==> config.mk <==
export PLATFORM = sky130hd
export DESIGN_NAME = block_sync_ctrl
export DESIGN_NICKNAME = d
export VERILOG_FILES = /design/src/rtl/aurora_sync_pkg.sv /design/src/rtl/hdr_err_window.sv /design/src/rtl/block_sync_ctrl.sv
export SDC_FILE = /design/constraint.sdc
export NUM_CORES = 1
export LEC_CHECK = 0
export CORE_MARGIN = 10
export CORE_UTILIZATION = 35
export CTS_BUF_LIST = sky130_fd_sc_hd__clkbuf_16
export DETAILED_ROUTE_END_ITERATION = 10
export DONT_BUFFER_PORTS = 1
export PLACE_DENSITY = 0.6
export SLEW_MARGIN = 20
export SYNTH_ARGS = -nofsm -noshare
export SYNTH_HDL_FRONTEND = slang
export SYNTH_HIERARCHICAL = 1
export SYNTH_SLANG_ARGS = --single-unit
==> constraint.sdc <==
create_clock -name clk_i -period 2.5 [get_ports clk_i]
set_clock_uncertainty 0.15 [all_clocks]
set_input_delay 0.25 -clock clk_i [delete_from_list [all_inputs] [get_ports clk_i]]
set_output_delay 0.25 -clock clk_i [all_outputs]
set_load 0.01 [all_outputs]
==> src/rtl/aurora_sync_pkg.sv <==
// Shared types and constants for the 64b/66b sync-header lock controller.
// Header encodings, state encoding and the header validity check.
package aurora_sync_pkg;

    typedef enum logic [1:0] {
        RST_SEEK = 2'd0,
        SEARCH   = 2'd1,
        VERIFY   = 2'd2,
        LOCKED   = 2'd3
    } sync_state_t;

    localparam logic [1:0] HDR_DATA = 2'b01;
    localparam logic [1:0] HDR_CTRL = 2'b10;
    localparam int         OFFSET_W = 7;

    function automatic logic hdr_good(input logic [1:0] h);
        return (h == HDR_DATA) || (h == HDR_CTRL);
    endfunction

endpackage

==> src/rtl/hdr_err_window.sv <==
// Bad-header window tracker used while locked.
// limit_hit flags the header that brings the bad count to ERR_LIMIT.
module hdr_err_window #(
    parameter int ERR_WINDOW = 64,
    parameter int ERR_LIMIT  = 16
) (
    input  logic clk_i,
    input  logic rst_i,
    input  logic clr,
    input  logic dv,
    input  logic bad,
    output logic limit_hit
);

    localparam logic [7:0] WIN_C = 8'(ERR_WINDOW);
    localparam logic [7:0] LIM_C = 8'(ERR_LIMIT);

    logic [7:0] win_q;
    logic [7:0] bad_q;
    logic [7:0] win_inc;
    logic [7:0] bad_inc;

    // Counts including the header sampled this cycle.
    always_comb begin
        win_inc = win_q + 8'd1;
        bad_inc = bad_q + {7'd0, bad};
    end

    assign limit_hit = dv & bad & (bad_inc >= LIM_C);

    // Window and bad counters; both restart at each window end.
    always_ff @(posedge clk_i or posedge rst_i) begin
        if (rst_i) begin
            win_q <= '0;
            bad_q <= '0;
        end else if (clr) begin
            win_q <= '0;
            bad_q <= '0;
        end else if (dv) begin
            if (win_inc >= WIN_C) begin
                win_q <= '0;
                bad_q <= '0;
            end else begin
                win_q <= win_inc;
                bad_q <= bad_inc;
            end
        end
    end

endmodule

==> src/rtl/block_sync_ctrl.sv <==
// Lock controller sequencing the sync-header seeker array.
// Owns the FSM, search timer, good counter, frozen offset and relock count.
module block_sync_ctrl
    import aurora_sync_pkg::*;
#(
    parameter int LOCK_CNT       = 32,
    parameter int ERR_WINDOW     = 64,
    parameter int ERR_LIMIT      = 16,
    parameter int SEARCH_TIMEOUT = 4096,
    parameter int OFFSET_MAX     = 65
) (
    input  logic                clk_i,
    input  logic                rst_i,
    input  logic                buffer_dv,
    input  logic                seek_synced_i,
    input  logic [OFFSET_W-1:0] seek_offset_i,
    input  logic [1:0]          hdr_i,
    output logic                seek_rst_o,
    output logic [OFFSET_W-1:0] offset_o,
    output logic                locked_o,
    output logic                block_dv_o,
    output logic [7:0]          relock_cnt_o,
    output logic [1:0]          state_o
);

    localparam logic [OFFSET_W-1:0] OFF_MAX_C = OFFSET_W'(OFFSET_MAX);
    localparam logic [15:0]         TMO_C     = 16'(SEARCH_TIMEOUT);
    localparam logic [7:0]          LOCK_C    = 8'(LOCK_CNT);

    sync_state_t state_q, state_d;
    logic        rst_cnt_q, rst_cnt_d;
    logic [15:0] timer_q, timer_d;
    logic [7:0]  good_q, good_d;
    logic        latch;
    logic        lost;
    logic        hdr_ok;
    logic        limit_hit;

    assign hdr_ok = hdr_good(hdr_i);

    hdr_err_window #(
        .ERR_WINDOW (ERR_WINDOW),
        .ERR_LIMIT  (ERR_LIMIT)
    ) u_win (
        .clk_i     (clk_i),
        .rst_i     (rst_i),
        .clr       (state_q != LOCKED),
        .dv        (buffer_dv),
        .bad       (~hdr_ok),
        .limit_hit (limit_hit)
    );

    // Next-state and counter updates.
    always_comb begin
        state_d   = state_q;
        rst_cnt_d = rst_cnt_q;
        timer_d   = timer_q;
        good_d    = good_q;
        latch     = 1'b0;
        lost      = 1'b0;
        unique case (state_q)
            RST_SEEK: begin
                timer_d   = '0;
                good_d    = '0;
                rst_cnt_d = 1'b1;
                if (rst_cnt_q) begin
                    rst_cnt_d = 1'b0;
                    state_d   = SEARCH;
                end
            end
            SEARCH: begin
                if (buffer_dv) begin
                    if (seek_synced_i && (seek_offset_i <= OFF_MAX_C)) begin
                        latch   = 1'b1;
                        state_d = VERIFY;
                    end else begin
                        timer_d = timer_q + 16'd1;
                        if (timer_d >= TMO_C) state_d = RST_SEEK;
                    end
                end
            end
            VERIFY: begin
                if (buffer_dv) begin
                    if (!hdr_ok) begin
                        state_d = RST_SEEK;
                    end else begin
                        good_d = good_q + 8'd1;
                        if (good_d >= LOCK_C) state_d = LOCKED;
                    end
                end
            end
            LOCKED: begin
                if (limit_hit) begin
                    lost    = 1'b1;
                    state_d = RST_SEEK;
                end
            end
            default: state_d = RST_SEEK;
        endcase
    end

    // State, counters and registered outputs.
    always_ff @(posedge clk_i or posedge rst_i) begin
        if (rst_i) begin
            state_q      <= RST_SEEK;
            rst_cnt_q    <= 1'b0;
            timer_q      <= '0;
            good_q       <= '0;
            offset_o     <= '0;
            relock_cnt_o <= '0;
            seek_rst_o   <= 1'b1;
            locked_o     <= 1'b0;
        end else begin
            state_q    <= state_d;
            rst_cnt_q  <= rst_cnt_d;
            timer_q    <= timer_d;
            good_q     <= good_d;
            seek_rst_o <= (state_d == RST_SEEK);
            locked_o   <= (state_d == LOCKED);
            if (latch) offset_o <= seek_offset_i;
            if (lost && (relock_cnt_o != 8'hFF))
                relock_cnt_o <= relock_cnt_o + 8'd1;
        end
    end

    assign state_o    = state_q;
    assign block_dv_o = buffer_dv & locked_o;

endmodule
==> results.py, run 1 <==
metrics = {
    "worst_setup_path": {
        "worstReg2RegStart": "u_win/bad_q[0]",
        "cp.required_ns": 2.56,
        "cp-start-kind": "flop",
        "end_kind": "flop",
        "critPathSlowestCell": "dfrtp_1",
        "critPathKind": "flop to flop",
        "cp.arrival_ns": 2.42,
        "cp_top_family": "compound AO/OA/AOI/OAI gates",
        "reg2reg_slack_ns": 0.14,
        "cpMostUsedCell": "ha_2",
        "worst-path-max-fanout": 4,
        "path_cells": "ha_2, ha_2, and3_4, o311ai_1, a31oi_1, inv_1, a311oi_4, buf_4, mux2_2",
        "r2r_end": "relock_cnt_o[1]",
        "crit_path_start": "u_win/bad_q[0]",
        "crit_buf_inv": 2,
        "slowest_delay_ns": 0.35,
        "ff2ff_path_depth": 9,
    },
    "power": {
        "clock_power_share_pct": 39.6,
        "finalPower_mw": 3.22,
        "ir_worst_vdd_mv": 0.380,
        "p_sw_mw": 0.978,
        "p_sw_share_pct": 30.3,
        "powerDensity_nw_per_um2": 815,
        "seqPwrFrac_pct": 40.8,
        "p_leak_nw": 1.70,
        "combPwrFrac_pct": 19.7,
        "intPower_mw": 2.25,
    },
    "detailed_routing": {
        "ant_nets": 0,
        "first_pass_iters": 4,
        "drc": 0,
        "via_per_inst": 5.25,
        "drt_first_iter_violations": 196,
        "routed_wl_um": 7130,
        "vias": 2493,
        "routedWlPerCell_um": 15.0,
    },
    "synthesis": {
        "synth_edf_count": 0,
        "seq_area_frac_synth_pct": 44.8,
        "synth_warnings": 6,
        "ys_ff_latch": 60,
        "yosys.area.top_type_share_pct": 44.0,
        "syn_area_per_cell_um2": 10.5,
        "synthesis.nets": 340,
        "yosys-top-cells-area": "dfrtp_1 (44%), xor2_1 (3.9%), xnor2_1 (3.7%)",
        "syn_inst": 321,
        "synth_flop_cell": "dfrtp_1",
        "netlist_area_um2": 3360,
        "synth.distinct_cells": 66,
        "synth_largest_area_cell": "dfrtp_1",
        "synth-async-reset-ratio_pct": 100,
    },
    "sta": {
        "period_share_pct": 94.3,
        "min_period_ns": 2.36,
        "maxSlewViolCount": 0,
        "slew_headroom_pct": 52.4,
        "grt_setup_unrepaired": "false",
        "worstMarginPinSlew_ns": 0.711,
        "finalSetupViolCount": 0,
        "fmax_mhz": 424,
        "finalHoldViolations": 0,
        "timing.setup.tns_ns": 0,
    },
    "grt": {
        "grt_pass1_vias": 2451,
        "grt_pass1_wl_um": 12400,
        "grt_usage_pct": 10.7,
        "overflow": 0,
        "antenna_found_initial": 0,
        "grt_max_degree": 45,
    },
    "floorplan": {
        "start_util_pct": 36.2,
        "fp-row-count": 35,
        "die_h_um": 118,
        "die-area_um2": 13900,
        "die_w_um": 118,
        "ios": 33,
        "core_um2": 9280,
    },
    "clock_network": {
        "cts_root_buf": "clkbuf_16",
        "ctsLongestPathBuffers": 2,
        "cts_tree": "built",
        "clk_latency_ns": 0.32,
        "cts-buffers-inserted": 9,
        "cts_sinks": 60,
        "path_clk_slew_ns": 0.05,
        "htreeDepth": 3,
    },
    "cells_and_area": {
        "fin_nets": 360,
        "final_util_pct": 42.6,
        "diodes": 0,
        "final_cell_area_um2": 3960,
        "syn_to_final_growth_pct": 17.9,
        "fill_cells": 910,
        "layout-drive-gt1-share_pct": 18.2,
    },
    "run_status": {
        "status": "completed",
    },
    "min_path": {
        "hp-start": "buffer_dv",
        "hold_end": "u_win/bad_q[3]",
        "holdPathStages": 3,
        "min_path_type": "input port to flop",
    },
    "placement": {
        "dp_hpwl_um": 4970,
        "placed_area_um2": 3520,
        "port_buffers": 0,
        "place_congestion": 0.811,
    },
    "job": {
        "drv_cap": 0,
    },
}
[worst max-delay path by stage]
stage	to	slack, ns	cells past startpoint
after floorplan	relock_cnt_o[3]	0.07	11
after global placement	state_o[0]	0.11	10
after detailed placement	relock_cnt_o[3]	0.02	11
after CTS	state_o[0]	0.09	9
after global routing	relock_cnt_o[1]	0.02	9
final	relock_cnt_o[1]	0.14	9
[final cells by class]
type / count / area [µm²] / area share, %
Tap cell: 129 / 161 / 4.08
Clock inverter: 7 / 83.8 / 2.12
Clock buffer: 9 / 225 / 5.69
Multi-Input combinational cell: 239 / 1770 / 44.7
Inverter: 11 / 41.3 / 1.04
Timing Repair Buffer: 20 / 173 / 4.36
Sequential cell: 60 / 1500 / 38.0
[flip-flops by register name, summed over array words and instances (netlist names)]
signal,count
good_q,8
timer_q,16
seek_rst_o,1
state_o,2
offset_o,7
relock_cnt_o,8
u_win/bad_q,8
locked_o,1
rst_cnt_q,1
u_win/win_q,8
[what timing repair did]
| item | in CTS | in global routing |
|---|---|---|
| endpoints found under the setup margin | 0 | 6 |
| resized for setup | 0 | 5 |
| hold buffers | 9 | 0 |
| hold endpoints to repair | 71 | 0 |
| setup buffers | 0 | 3 |
[cell families (layout without fill, tap and decap cells)]
family | after synthesis | in the layout | synth area share [%]
AOI/OAI and AO/OA | 67 | 67 | 16.0
xor gates and xnor gates | 30 | 30 | 8.05
adders and majority gates | 6 | 6 | 2.24
buffers and inverters | 22 | 47 | 3.24
DFF | 60 | 60 | 44.8
muxes | 8 | 8 | 3.47
and+or+nand+nor | 128 | 128 | 22.2
[synthesized netlist by cell type, drive strengths merged, types with 2 or more instances]
master,instances
o41ai,2
nand2b,3
a31oi,2
o31ai,4
ha,6
nand3,15
nor4,3
a22o,9
clkbuf,5
or3,3
dfrtp,59
and4,3
a21oi,8
nor3,8
buf,6
and3,11
nor2,22
o22ai,3
xnor2,15
a211oi,4
inv,11
a211o,2
o21ai,20
and2,4
nor2b,4
nand2,34
nand4,11
xor2,15
a311oi,3
mux2,8
[through the flow]
stage	std cells	setup WS, ns	hold WS [ns]
CTS	472	0.0917	0.0287
global placement	447	0.106	0.105
detailed placement	447	0.0192	0.105
global route	475	0.0207	0.0520
floorplan	321	0.0658	0.0137
finish	475	0.142	0.0449
[layer usage]
| layer | GRT usage (%) | share of wire (%) | vias to the layer above | wire (µm) |
|---|---|---|---|---|
| met2 | 15.5 | 45 | 63 | 3200 |
| met5 | 0 | 0 | - | 0 |
| met3 | 4.36 | 7.8 | 5 | 559 |
| li1 | - | - | 1203 | - |
| met4 | 4.25 | 0.86 | 0 | 61 |
| met1 | 13.7 | 46 | 1222 | 3310 |
[power by group through the flow]
stage	Sequential [mW]	Clock [mW]	Combinational, mW
floorplan	1.25	0	0.525
global placement	1.33	0	0.612
detailed placement	1.33	0	0.623
CTS	1.32	1.31	0.641
global route	1.34	1.35	0.713
finish	1.31	1.28	0.635
[layout by cell type, fill, tap and decap left out, types with 4 or more instances in the layout]
cell type      synthesis  routed
dfrtp_1               59      59
nand2_1               32      32
nor2_1                22      21
o21ai_0               20      20
xor2_1                15      15
nand3_1               14      14
xnor2_1               14      14
inv_1                 10      11
buf_4                  0      11
and3_1                11      10
nand4_1               10      10
a22o_1                 9       9
clkbuf_16              0       9
dlygate4sd3_1          0       9
mux2_4                 7       7
a21oi_1                6       6
nor3_1                 4       4
and2_1                 4       4
ha_1                   6       4
a211oi_2               4       4
[worst min-delay path: cells and delay by family]
| kind | cells | cell delay, ns |
|---|---|---|
| and+or+nand+nor | 2 | 0.14 |
| AOI/OAI and AO/OA | 1 | 0.07 |
No activity file was read; power rests on OpenSTA's default activity.
==> inputs of run 2 (changes only) <==
--- a/config.mk
+++ b/config.mk
@@ -7,7 +7,6 @@
 export LEC_CHECK = 0
 export CORE_MARGIN = 10
 export CORE_UTILIZATION = 35
-export CTS_BUF_LIST = sky130_fd_sc_hd__clkbuf_16
 export DETAILED_ROUTE_END_ITERATION = 10
 export DONT_BUFFER_PORTS = 1
 export PLACE_DENSITY = 0.6
==> results.py, run 2 (synthesis results as in run 1) <==
metrics = {
    "placement": {
        "port_buffers": 0,
        "place_congestion": 0.811,
        "pre_cts_slack_ns": 0.0192,
        "dp_hpwl_um": 4970,
        "placed_area_um2": 3520,
    },
    "cells_and_area": {
        "layout-drive-gt1-share_pct": 19.0,
        "layout_common_cells": "dfrtp_1 (59), nand2_1 (32), nor2_1 (21), o21ai_0 (20), xor2_1 (15)",
        "largest_register_ffs": 16,
        "fin_nets": 361,
        "fill_cells": 921,
        "top_register": "timer_q",
        "syn_to_final_growth_pct": 15.8,
        "diodes": 0,
        "final_cell_area_um2": 3890,
        "final_common_cell": "dfrtp_1",
    },
    "floorplan": {
        "die_h_um": 118,
        "ios": 33,
        "die-area_um2": 13900,
        "die_w_um": 118,
        "core_um2": 9280,
        "start_util_pct": 36.2,
        "fp-row-count": 35,
    },
    "worst_setup_path": {
        "worstReg2RegStart": "u_win/bad_q[0]",
        "end_kind": "flop",
        "path_cells": "ha_2, ha_4, and3_4, o311ai_1, a31oi_1, inv_1, a311oi_4, buf_4, mux2_2",
        "worst-path-max-fanout": 3,
        "critPathSlowestCell": "dfrtp_1",
        "cp_top_family": "compound AO/OA/AOI/OAI gates",
        "slowest_delay_ns": 0.35,
        "r2r_end": "relock_cnt_o[1]",
        "cp.required_ns": 2.56,
        "ff2ff_path_depth": 9,
        "critPathKind": "flop to flop",
        "cp.arrival_ns": 2.43,
        "cp-start-kind": "flop",
        "crit_buf_inv": 2,
        "reg2reg_slack_ns": 0.14,
    },
    "power": {
        "powerDensity_nw_per_um2": 749,
        "seqPwrFrac_pct": 45.2,
        "clock_power_share_pct": 32.8,
        "p_sw_share_pct": 32.1,
        "intPower_mw": 1.98,
        "p_sw_mw": 0.934,
        "combPwrFrac_pct": 22.0,
        "ir_worst_vdd_mv": 0.378,
        "p_leak_nw": 1.66,
    },
    "grt": {
        "grt_pass1_vias": 2466,
        "grt_usage_pct": 10.7,
        "overflow": 0,
        "antenna_found_initial": 0,
        "grt_pass1_wl_um": 12400,
        "grt_max_degree": 45,
    },
    "sta": {
        "maxSlewViolCount": 0,
        "finalHoldViolations": 0,
        "timing.setup.tns_ns": 0,
        "fmax_mhz": 423,
        "period_share_pct": 94.5,
        "finalSetupViolCount": 0,
        "min_period_ns": 2.36,
        "worstMarginPinSlew_ns": 0.709,
        "grt_setup_unrepaired": "false",
        "setup_slack_ns": 0.136,
        "slew_headroom_pct": 52.6,
    },
    "clock_network": {
        "cts_root_buf": "clkbuf_8",
        "clk_latency_ns": 0.33,
        "path_clk_slew_ns": 0.06,
        "cts_tree": "built",
        "cts_sinks": 60,
        "htreeDepth": 3,
        "ctsLongestPathBuffers": 2,
        "cts-buffers-inserted": 9,
    },
    "detailed_routing": {
        "first_pass_iters": 4,
        "drt_first_iter_violations": 202,
        "vias": 2490,
        "drc": 0,
        "routed_wl_um": 7140,
        "ant_nets": 0,
        "via_per_inst": 5.23,
        "routedWlPerCell_um": 15.0,
    },
    "job": {
        "drv_cap": 0,
    },
    "run_status": {
        "status": "completed",
    },
    "min_path": {
        "min_path_type": "input port to flop",
        "hp-start": "buffer_dv",
        "holdPathStages": 3,
        "hold_end": "u_win/bad_q[3]",
    },
}
## run 2: stage by stage
stage                     power, mW  instances  hold slack, ns  utilization [%]
after floorplan                1.78        321          0.0137                -
after global placement         1.94        447           0.105             37.9
after detailed placement       1.96        447           0.105             37.9
after CTS                      2.95        472          0.0144             41.3
after global routing           3.09        476          0.0263             41.9
final                          2.91        476          0.0340             41.9
## run 2: routing by layer
metal	global-route usage (%)	up-vias	share of wire [%]
li1	-	1205	-
met1	13.5	1226	47
met2	15.6	55	45
met3	4.65	4	7.3
met4	4.02	0	0.88
met5	0	-	0
## run 2: power by group through the flow
stage / registers [mW] / clock network (mW) / logic (mW)
3_3_place_gp: 1.33 / 0 / 0.612
5_1_grt: 1.34 / 1.04 / 0.717
3_5_place_dp: 1.33 / 0 / 0.623
2_1_floorplan: 1.25 / 0 / 0.525
4_1_cts: 1.32 / 0.997 / 0.641
6_report: 1.32 / 0.955 / 0.641
## run 2: worst max-delay path by stage
stage                         from              end  slack [ns]  depth (start not counted)
global route        u_win/bad_q[0]  relock_cnt_o[4]        0.03                         10
CTS                 u_win/bad_q[0]       state_o[0]        0.09                          9
global placement          hdr_i[1]       state_o[0]        0.11                         10
floorplan                 hdr_i[1]  relock_cnt_o[3]        0.07                         11
finish              u_win/bad_q[0]  relock_cnt_o[1]        0.14                          9
detailed placement        hdr_i[1]  relock_cnt_o[3]        0.02                         11
## run 2: worst min-delay path, stage by stage
cell and delay (ns):
nor2_1 0.07, nand2_1 0.07, o21ai_0 0.08
## run 2: timing repair
item                       in CTS  in global routing
hold buffers                    9                  0
setup endpoints to repair       0                  6
buffers inserted                0                  4
gates resized for setup         0                  7
hold endpoints to repair       72                  0
## run 2: cell type report
cell class              instances  area [µm²]  share of cell area, %
multi-input cells             239        1790                   45.9
well taps                     129         161                   4.15
flip-flops and latches         60        1500                   38.6
repair buffers                 21         180                   4.63
clock inverters                 4        72.6                   1.87
clock buffers                  12         145                   3.73
inverters                      11        41.3                   1.06
